--- src/rtl/spi_master_crc.sv ---
// spi_master_crc
//   SPI master (CPOL=0) for a 32-bit frame: 24 data bits then an 8-bit CRC-8,
//   MSB first. A word is accepted over tx_valid/tx_ready, shifted out on mosi
//   while 32 bits are shifted in from miso, and the received CRC is checked.
//
//   Optional feature macro: SPI_MASTER_CRC_EN
//     defined   : CRC-8 (CRC_POLY, seed CRC_INIT) is sent in bits 24..31 and
//                 checked on receive; crc_err reports a mismatch.
//     undefined : bits 24..31 are sent as 0, received bits 24..31 still land
//                 in rx_crc, no CRC logic exists and crc_err is tied to 0.
//
// Ports
//   clk, rstn          clock; asynchronous active-low reset
//   tx_valid/tx_ready  word handshake (tx_ready high only in IDLE)
//   tx_data[23:0]      word to send, captured on accept
//   rx_valid           1-clk pulse when rx_data/rx_crc/crc_err update
//   rx_data[23:0]      data bits received from miso
//   rx_crc[7:0]        CRC bits received from miso
//   crc_err            received CRC differs from CRC computed over rx_data
//   busy               high from accept until the end of the inter-frame gap
//   sck, csn, mosi     SPI outputs (sck idles low, csn active-low)
//   miso               SPI input, sampled on clk at sck falling edges
module spi_master_crc #(
  parameter int CLK_DIV  = 4,
  parameter int CS_SETUP = 2,
  parameter int CS_HOLD  = 2,
  parameter int CS_GAP   = 2
`ifdef SPI_MASTER_CRC_EN
  ,
  parameter logic [7:0] CRC_POLY = 8'h1D,
  parameter logic [7:0] CRC_INIT = 8'hFF
`endif
) (
  input  logic        clk,
  input  logic        rstn,
  input  logic        tx_valid,
  output logic        tx_ready,
  input  logic [23:0] tx_data,
  output logic        rx_valid,
  output logic [23:0] rx_data,
  output logic [7:0]  rx_crc,
  output logic        crc_err,
  output logic        busy,
  output logic        sck,
  output logic        csn,
  output logic        mosi,
  input  logic        miso
);

  localparam int DATA_W = 24;
  localparam int CRC_W  = 8;
  localparam int TMR_W  = 16;

  localparam logic [TMR_W-1:0] SETUP_LAST = TMR_W'(CS_SETUP - 1);
  localparam logic [TMR_W-1:0] HALF_LAST  = TMR_W'(CLK_DIV - 1);
  localparam logic [TMR_W-1:0] HOLD_LAST  = TMR_W'(CS_HOLD - 1);
  localparam logic [TMR_W-1:0] GAP_LAST   = TMR_W'(CS_GAP - 1);
  localparam logic [5:0]       N_DATA     = 6'(DATA_W);
  localparam logic [5:0]       N_BITS     = 6'(DATA_W + CRC_W);

  typedef enum logic [2:0] {IDLE, SETUP, SHIFT, HOLD, GAP} state_t;

  state_t             state;
  logic [TMR_W-1:0]   tmr;
  logic [5:0]         bit_cnt;

  // Datapath registers: loaded on accept, no reset needed.
  logic [DATA_W-1:0]  tx_sh;
  logic [DATA_W-1:0]  rx_sh;
  logic [CRC_W-1:0]   rx_crc_sh;

  logic accept, half_end, rise_evt, fall_evt, done_evt, tx_bit;

  assign accept   = (state == IDLE) && tx_valid && tx_ready;
  assign half_end = (state == SHIFT) && (tmr == HALF_LAST);
  assign fall_evt = half_end && sck;
  // The first rising edge comes from SETUP; later ones end each low half,
  // except the low half after the 32nd falling edge, which closes the frame.
  assign rise_evt = ((state == SETUP) && (tmr == SETUP_LAST)) ||
                    (half_end && !sck && (bit_cnt != N_BITS));
  assign done_evt = (state == HOLD) && (tmr == HOLD_LAST);

`ifdef SPI_MASTER_CRC_EN
  logic [CRC_W-1:0] tx_crc;
  logic [CRC_W-1:0] rx_crc_calc;

  // One serial CRC-8 step, MSB-first, implicit x^8 term.
  function automatic logic [CRC_W-1:0] crc_step(input logic [CRC_W-1:0] c,
                                                input logic b);
    return {c[CRC_W-2:0], 1'b0} ^ ((c[CRC_W-1] ^ b) ? CRC_POLY : '0);
  endfunction
`endif

  always_comb begin
    tx_bit = 1'b0;
    if (bit_cnt < N_DATA) tx_bit = tx_sh[DATA_W-1];
`ifdef SPI_MASTER_CRC_EN
    else tx_bit = tx_crc[CRC_W-1];
`endif
  end

  // Control FSM and all reset-valued outputs.
  always_ff @(posedge clk or negedge rstn) begin
    if (!rstn) begin
      state    <= IDLE;
      tmr      <= '0;
      bit_cnt  <= '0;
      tx_ready <= 1'b0;
      busy     <= 1'b0;
      sck      <= 1'b0;
      csn      <= 1'b1;
      mosi     <= 1'b0;
      rx_valid <= 1'b0;
      rx_data  <= '0;
      rx_crc   <= '0;
    end else begin
      rx_valid <= 1'b0;
      case (state)
        IDLE: begin
          tx_ready <= 1'b1;
          if (accept) begin
            tx_ready <= 1'b0;
            busy     <= 1'b1;
            csn      <= 1'b0;
            sck      <= 1'b0;
            mosi     <= 1'b0;
            tmr      <= '0;
            bit_cnt  <= '0;
            state    <= SETUP;
          end
        end
        SETUP: begin
          if (tmr == SETUP_LAST) begin
            tmr   <= '0;
            sck   <= 1'b1;
            mosi  <= tx_bit;
            state <= SHIFT;
          end else begin
            tmr <= tmr + 1'b1;
          end
        end
        SHIFT: begin
          if (half_end) begin
            tmr <= '0;
            if (sck) begin
              sck     <= 1'b0;
              bit_cnt <= bit_cnt + 1'b1;
            end else if (bit_cnt == N_BITS) begin
              state <= HOLD;
            end else begin
              sck  <= 1'b1;
              mosi <= tx_bit;
            end
          end else begin
            tmr <= tmr + 1'b1;
          end
        end
        HOLD: begin
          if (done_evt) begin
            tmr      <= '0;
            csn      <= 1'b1;
            mosi     <= 1'b0;
            rx_valid <= 1'b1;
            rx_data  <= rx_sh;
            rx_crc   <= rx_crc_sh;
            state    <= GAP;
          end else begin
            tmr <= tmr + 1'b1;
          end
        end
        GAP: begin
          if (tmr == GAP_LAST) begin
            tmr      <= '0;
            busy     <= 1'b0;
            tx_ready <= 1'b1;
            state    <= IDLE;
          end else begin
            tmr <= tmr + 1'b1;
          end
        end
        default: state <= IDLE;
      endcase
    end
  end

  // Shift registers and running CRCs.
  always_ff @(posedge clk) begin
    if (accept) begin
      tx_sh       <= tx_data;
`ifdef SPI_MASTER_CRC_EN
      tx_crc      <= CRC_INIT;
      rx_crc_calc <= CRC_INIT;
`endif
    end
    if (rise_evt) begin
      if (bit_cnt < N_DATA) begin
        tx_sh  <= {tx_sh[DATA_W-2:0], 1'b0};
`ifdef SPI_MASTER_CRC_EN
        tx_crc <= crc_step(tx_crc, tx_sh[DATA_W-1]);
      end else begin
        tx_crc <= {tx_crc[CRC_W-2:0], 1'b0};
`endif
      end
    end
    if (fall_evt) begin
      if (bit_cnt < N_DATA) begin
        rx_sh       <= {rx_sh[DATA_W-2:0], miso};
`ifdef SPI_MASTER_CRC_EN
        rx_crc_calc <= crc_step(rx_crc_calc, miso);
`endif
      end else begin
        rx_crc_sh <= {rx_crc_sh[CRC_W-2:0], miso};
      end
    end
  end

`ifdef SPI_MASTER_CRC_EN
  always_ff @(posedge clk or negedge rstn) begin
    if (!rstn)         crc_err <= 1'b0;
    else if (done_evt) crc_err <= (rx_crc_calc != rx_crc_sh);
  end
`else
  assign crc_err = 1'b0;
`endif

endmodule

--- config.mk ---
export PLATFORM = sky130hd
export DESIGN_NAME = spi_master_crc
export DESIGN_NICKNAME = d
export VERILOG_FILES = /design/src/rtl/spi_master_crc.sv
export SDC_FILE = /design/constraint.sdc
export NUM_CORES = 1
export LEC_CHECK = 0
export ABC_CLOCK_PERIOD_IN_PS = 3200
export BUFFER_PORTS_ARGS = -buffer_cell sky130_fd_sc_hd__buf_2
export CAP_MARGIN = 20
export CORE_MARGIN = 2
export CORE_UTILIZATION = 50
export CTS_BUF_LIST = sky130_fd_sc_hd__clkbuf_8
export DETAILED_ROUTE_END_ITERATION = 7
export PLACE_DENSITY = 0.71
export SLEW_MARGIN = 20
export SYNTH_ARGS = -nofsm -noshare
export SYNTH_HDL_FRONTEND = slang
export SYNTH_SLANG_ARGS = --single-unit
--- constraint.sdc ---
create_clock -name clk -period 3.2 [get_ports clk]
set_input_delay 0.64 -clock clk [delete_from_list [all_inputs] [get_ports clk]]
set_output_delay 0.64 -clock clk [all_outputs]
set_load 0.01 [all_outputs]
# == Word level (Yosys, flattened, before mapping) ==
# Cells that the tools add are included.
# W data, S select, Z words.
# word_totals
regBits,119
latchBits,0
ramBits,0
rom_bits,0
input_bits,28
output_inout_bits,39
wordCells,106
mem_count,0
# classes
addsub,2
mul,0
div_mod_pow,0
n_lt_le_gt_ge,1
n_eq_ne,17
shift,0
n_mux,42
n_bitwise,1
reduce_logical,29
# ops
op,count
$mux W24,3
$mux W16,4
$pmux W16 S4,1
$mux W3,7
$mux W6,3
$mux W1,17
$add A16 B1 Y16 const B,1
$eq A16 B1 Y1 const B,1
$eq A16 B2 Y1 const B,1
$pmux W3 S5,1
$ne A2 B2 Y1 const B,7
$reduce_and A7 Y1,2
$pmux W6 S2,1
$reduce_and A2 Y1,5
$logic_and A1 B1 Y1,8
$reduce_and A4 Y1,2
$reduce_bool A4 Y1,2
$add A6 B1 Y6 const B,1
$eq A3 B2 Y1 const B,2
$eq A6 B6 Y1 const B,1
$lt A6 B5 Y1 const B,1
$ne A6 B6 Y1 const B,1
$pmux W1 S2,3
$reduce_and A3 Y1,2
12 further kinds,15

# == Depth between registers and ports, before layout ==
# logic_depth
word_depth,6
mapped_depth,9
ltp_nobuf,7

# == Least setup slack after synthesis ==
# No wires, ideal clock.
# synth_timing
path_type,reg-to-reg
startpoint,register tmr[0]
endpoint,"register rx_sh[0], enable pin"
setup_time_ns,0.442
arrival_time_ns,3.086
required_ns,2.758
setup_slack_ns,-0.328
stages_incl_launch_ff,6
path_buffers,0
period_less_slack_ns,3.528
path_cell_list,dfrtp_1 -> ha_1 -> nor3b_1 -> and4_1 -> nand3_1 -> a211oi_1
# synth_between
elab_chain_len,4
# synth_rtl
item,line,source
"start, declared",64,logic [TMR_W-1:0] tmr;
"start signal, assigned",139,tmr <= tmr + 1'b1;
"start signal, assigned",155,tmr <= tmr + 1'b1;
"start signal, assigned",168,tmr <= tmr + 1'b1;
$eq A16 B2 Y1,75,assign half_end = (state == SHIFT) && (tmr == HALF_LAST);
$logic_and A1 B1 Y1,75,
$logic_and A1 B1 Y1,76,assign fall_evt = half_end && sck;
$reduce_and A2 Y1 (no line),--,
"end signal, assigned",207,"rx_sh <= {rx_sh[DATA_W-2:0], miso};"
"end, declared",69,logic [DATA_W-1:0] rx_sh;
# Every way passes these cells.
# A chain may end at the register's enable or synchronous reset.

# == Final worst setup path ==
# layout_timing
startpoint,register tmr[1]
endpoint,register tmr[4]
# layout_between
elab_chain_len,4
word_cells_on_any_way,9
classes_between,add/sub (1); eq/ne (2); mux (4); reduce/logical (2)
# layout_rtl
item,line,source
branches (longest 3 deep; another with $add A16 B1 Y16),--,
$pmux W16 S4 (*),118,case (state)
# Every way passes the cells marked *.

==> summary.md <==
* **dominant cell by count in the synthesized netlist** sky130_fd_sc_hd__nand2_1
* **share of synthesized registers carrying an async set or reset** 52.94%
* **CTS tree** done
* **TritonCTS buffer count** 17
* **die footprint** 0.01113 mm2
* **largest net degree at the start of global routing** 39
* **final-layout setup total negative slack** 0 ps
* **clock slew at the register clock pins of the worst setup and hold paths** 70 ps
* **final global-route overflow total** 0
* **worst-margin pin slew** 758.4 ps
* **highest fanout seen on the critical path** 10
* **Final Wtd Congestion** 0.8620
* **synth cell count leaders** sky130_fd_sc_hd__nand2_1, sky130_fd_sc_hd__dfrtp_1, sky130_fd_sc_hd__edfxtp_1
* **number of standard-cell rows in the floorplan** 37
* **per-cell via count in the routed design** 5.320
* **Core Box Area** 0.01014 mm2
* **Synth Net Count** 486
* **remaining antenna violation count after routing** 0
* **count of max-cap constraint violations** 0
* **Die Y** 105.5 um
* **ratio of cells with drive above 1 in the final layout** 29.87%
* **number of cell instances on the worst register-to-register path** 7
* **Pwr per Cell Area** 482.6 mW/mm2
* **hold violation count in the final report** 0
* **largest clock skew in the final design** 9.603 ps
* **gate count of the mapped netlist** 454
* **IO Port Bufs** 65
* **Post-layout nets** 558
* **die outline width** 105.5 um
* **cell types occupying the most area after synthesis** sky130_fd_sc_hd__dfrtp_1, sky130_fd_sc_hd__edfxtp_1, sky130_fd_sc_hd__dfxtp_1
* **synthesis warning total** 0
* **flip-flop and latch count after synthesis** 119
* **Critical R2R Capture** tmr[4]$_DFFE_PN0P_
* **final period demand of the worst path** 2464 ps
* **final period utilization** 77.00%
* **normalized max-slew margin** 49.33%
* **Fill cells** 834
* **Final Max Slew Viols** 0
* **number of setup buffers added after CTS** 0
* **core occupancy in the finished layout** 59.29%
* **FMAX** 0.4059 GHz
* **worst flop-to-flop path startpoint** tmr[1]$_DFFE_PN0P_
* **antenna cells** 0
* **register-to-register path setup slack** 740 ps
* **CTS H-tree lvls** 4
* **sequential fraction of the synthesis area** 58.62%
* **total routing resource utilization after global routing** 18.68%
* **num ports** 67
* **total length of routed wires** 9692 um
* **number of distinct standard cells referenced by the synthesized netlist** 51
* **first-pass GRT wire length** 16,580 um
* **Yosys top cell by area** sky130_fd_sc_hd__dfrtp_1
* **share of the synthesized area in the top cell type** 30.13%
* **WL/cell** 14.36 um
* **clock tree root driver cell** sky130_fd_sc_hd__clkbuf_8
* **type of the most critical hold path** in2async
* **element type at the critical path start** flop
* **Initial DRC Count** 231
* **average cell area after synthesis** 11.34 um2
* **number of remaining DRC errors** 0
* **Crit Path Category** reg2reg
* **result of the run** completed
* **CTS-repair resized insts** 0
* **Critical Path AT** 2740 ps
* **number of enable flip-flop cells after synthesis** 32
* **hold_buf cts** 0
* **Netlist Area Pre-Place** 0.005150 mm2
* **Setup Viol. Count Final** 0
* **vias in the first global route** 3,460
* **P&R area growth vs syn** 16.72%
* **number of sinks handled by clock tree synthesis** 119
* **standby leakage power** 2.792 nW
* **count of vias placed by the detailed router** 3,591
* **DR pass1 iterations** 5
* **CP endpoint kind** flop
* **source-to-sink clock delay at the later pin of the worst-skew pair** 420 ps
* **data required time at the worst endpoint** 3470 ps
* **RSZ-0062 raised after global routing** no
* **effective utilization at floorplan** 50.80%
* **Max Root-Sink Buffers** 2
* **primary flip-flop cell chosen by synthesis mapping** sky130_fd_sc_hd__dfrtp_1
* **peak supply drop** 0.2297 mV
* **initial antenna violation count** 0
* **DP Wirelength** 6622 um
==> layout make-up <==
cell class                      count  area, um2  area share (%)
Sequential cell                   119       3019           50.23
Multi-Input combinational cell    306       2021           33.62
Tap cell                          136      170.2           2.831
Timing Repair Buffer               71      370.4           6.162
Clock buffer                       17      234.0           3.893
Inverter                           11      41.29          0.6869
Clock inverter                     15      155.1           2.581
==> critical path: stages (launching register included) <==
cell	delay [ps]
sky130_fd_sc_hd__dfrtp_1	410
sky130_fd_sc_hd__inv_1	80
sky130_fd_sc_hd__ha_1	160
sky130_fd_sc_hd__nor3b_1	260
sky130_fd_sc_hd__nand4_2	300
sky130_fd_sc_hd__a21boi_1	340
sky130_fd_sc_hd__nor3_2	600
sky130_fd_sc_hd__o32ai_1	160
==> report_power, final <==
| group | internal [mW] | leakage [nW] | switching, mW |
|---|---|---|---|
| Combinational | 0.0129 | 1.34 | 0.0220 |
| Clock | 0.693 | 0.192 | 0.624 |
| Sequential | 1.55 | 1.26 | 0 |
==> placed cells by master, fill, tap and decap left out, types with 4 or more instances in the layout <==
| cell type | instances |
|---|---|
| sky130_fd_sc_hd__dfrtp_1 | 62 |
| sky130_fd_sc_hd__edfxtp_1 | 32 |
| sky130_fd_sc_hd__nand2b_1 | 4 |
| sky130_fd_sc_hd__or4_1 | 4 |
| sky130_fd_sc_hd__nor2_1 | 23 |
| sky130_fd_sc_hd__o22ai_1 | 6 |
| sky130_fd_sc_hd__buf_4 | 6 |
| sky130_fd_sc_hd__a21oi_1 | 9 |
| sky130_fd_sc_hd__dfxtp_1 | 24 |
| sky130_fd_sc_hd__nand2_1 | 113 |
| sky130_fd_sc_hd__inv_1 | 11 |
| sky130_fd_sc_hd__a21o_1 | 4 |
| sky130_fd_sc_hd__nand3_1 | 15 |
| sky130_fd_sc_hd__mux2_1 | 4 |
| sky130_fd_sc_hd__buf_2 | 65 |
| sky130_fd_sc_hd__mux2_4 | 19 |
| sky130_fd_sc_hd__clkinv_4 | 4 |
| sky130_fd_sc_hd__clkinv_2 | 4 |
| sky130_fd_sc_hd__mux2_2 | 24 |
| sky130_fd_sc_hd__nand4_1 | 4 |
| sky130_fd_sc_hd__o21ai_0 | 17 |
| sky130_fd_sc_hd__nor3_1 | 7 |
| sky130_fd_sc_hd__ha_1 | 4 |
| sky130_fd_sc_hd__clkbuf_8 | 17 |
==> layer usage <==
| metal | global-route usage (%) | wire, um | vias up |
|---|---|---|---|
| met5 | 0 | 0 | - |
| met4 | 8.177 | 189 | 0 |
| met3 | 5.257 | 513 | 17 |
| met2 | 29.40 | 4640 | 107 |
| met1 | 24.25 | 4348 | 1732 |
| li1 | - | - | 1735 |
==> registers in the layout, indices dropped and copies added (netlist names) <==
signal     count
bit_cnt        6
tmr           16
rx_crc         8
csn            1
mosi           1
state          3
rx_crc_sh      8
tx_sh         24
rx_valid       1
tx_ready       1
busy           1
rx_sh         24
sck            1
rx_data       24
==> worst max path at each step <==
| stage | from | endpoint | slack [ps] |
|---|---|---|---|
| global placement | tmr[1]$_DFFE_PN0P_ | tmr[8]$_DFFE_PN0P_ | 860 |
| global route | tmr[1]$_DFFE_PN0P_ | tmr[4]$_DFFE_PN0P_ | 500 |
| floorplan | tmr[0]$_DFFE_PN0P_ | rx_sh[0]$_DFFE_PP_ | 500 |
| CTS | tmr[1]$_DFFE_PN0P_ | tmr[3]$_DFFE_PN0P_ | 740 |
| finish | tmr[1]$_DFFE_PN0P_ | tmr[4]$_DFFE_PN0P_ | 740 |
| detailed placement | tmr[1]$_DFFE_PN0P_ | tmr[4]$_DFFE_PN0P_ | 770 |
==> cells by family (layout without fill, tap and decap cells) <==
group | count (synthesis) | count (layout) | share of synthesized area, %
and+or+nand+nor | 193 | 193 | 18.25
DFF | 119 | 119 | 58.62
AOI/OAI and AO/OA | 53 | 53 | 6.390
muxes | 49 | 49 | 12.05
buffers and inverters | 29 | 114 | 2.624
xor gates and xnor gates | 6 | 6 | 1.021
adders and majority gates | 4 | 4 | 0.9719
other | 1 | 1 | 0.07282
==> metrics by stage <==
stage	total power [mW]	worst slack, ps	cell area (um2)	instances	hold slack, ps
finish	2.901	736.2	6011	675	197.1
global placement	1.615	862.4	5622	643	435.5
floorplan	1.583	496.7	5155	454	344.4
CTS	2.936	741.4	6011	675	198.9
global route	3.015	503.5	6011	675	217.0
detailed placement	1.616	769.7	5622	643	427.3
(Power assumes the default switching activity.)
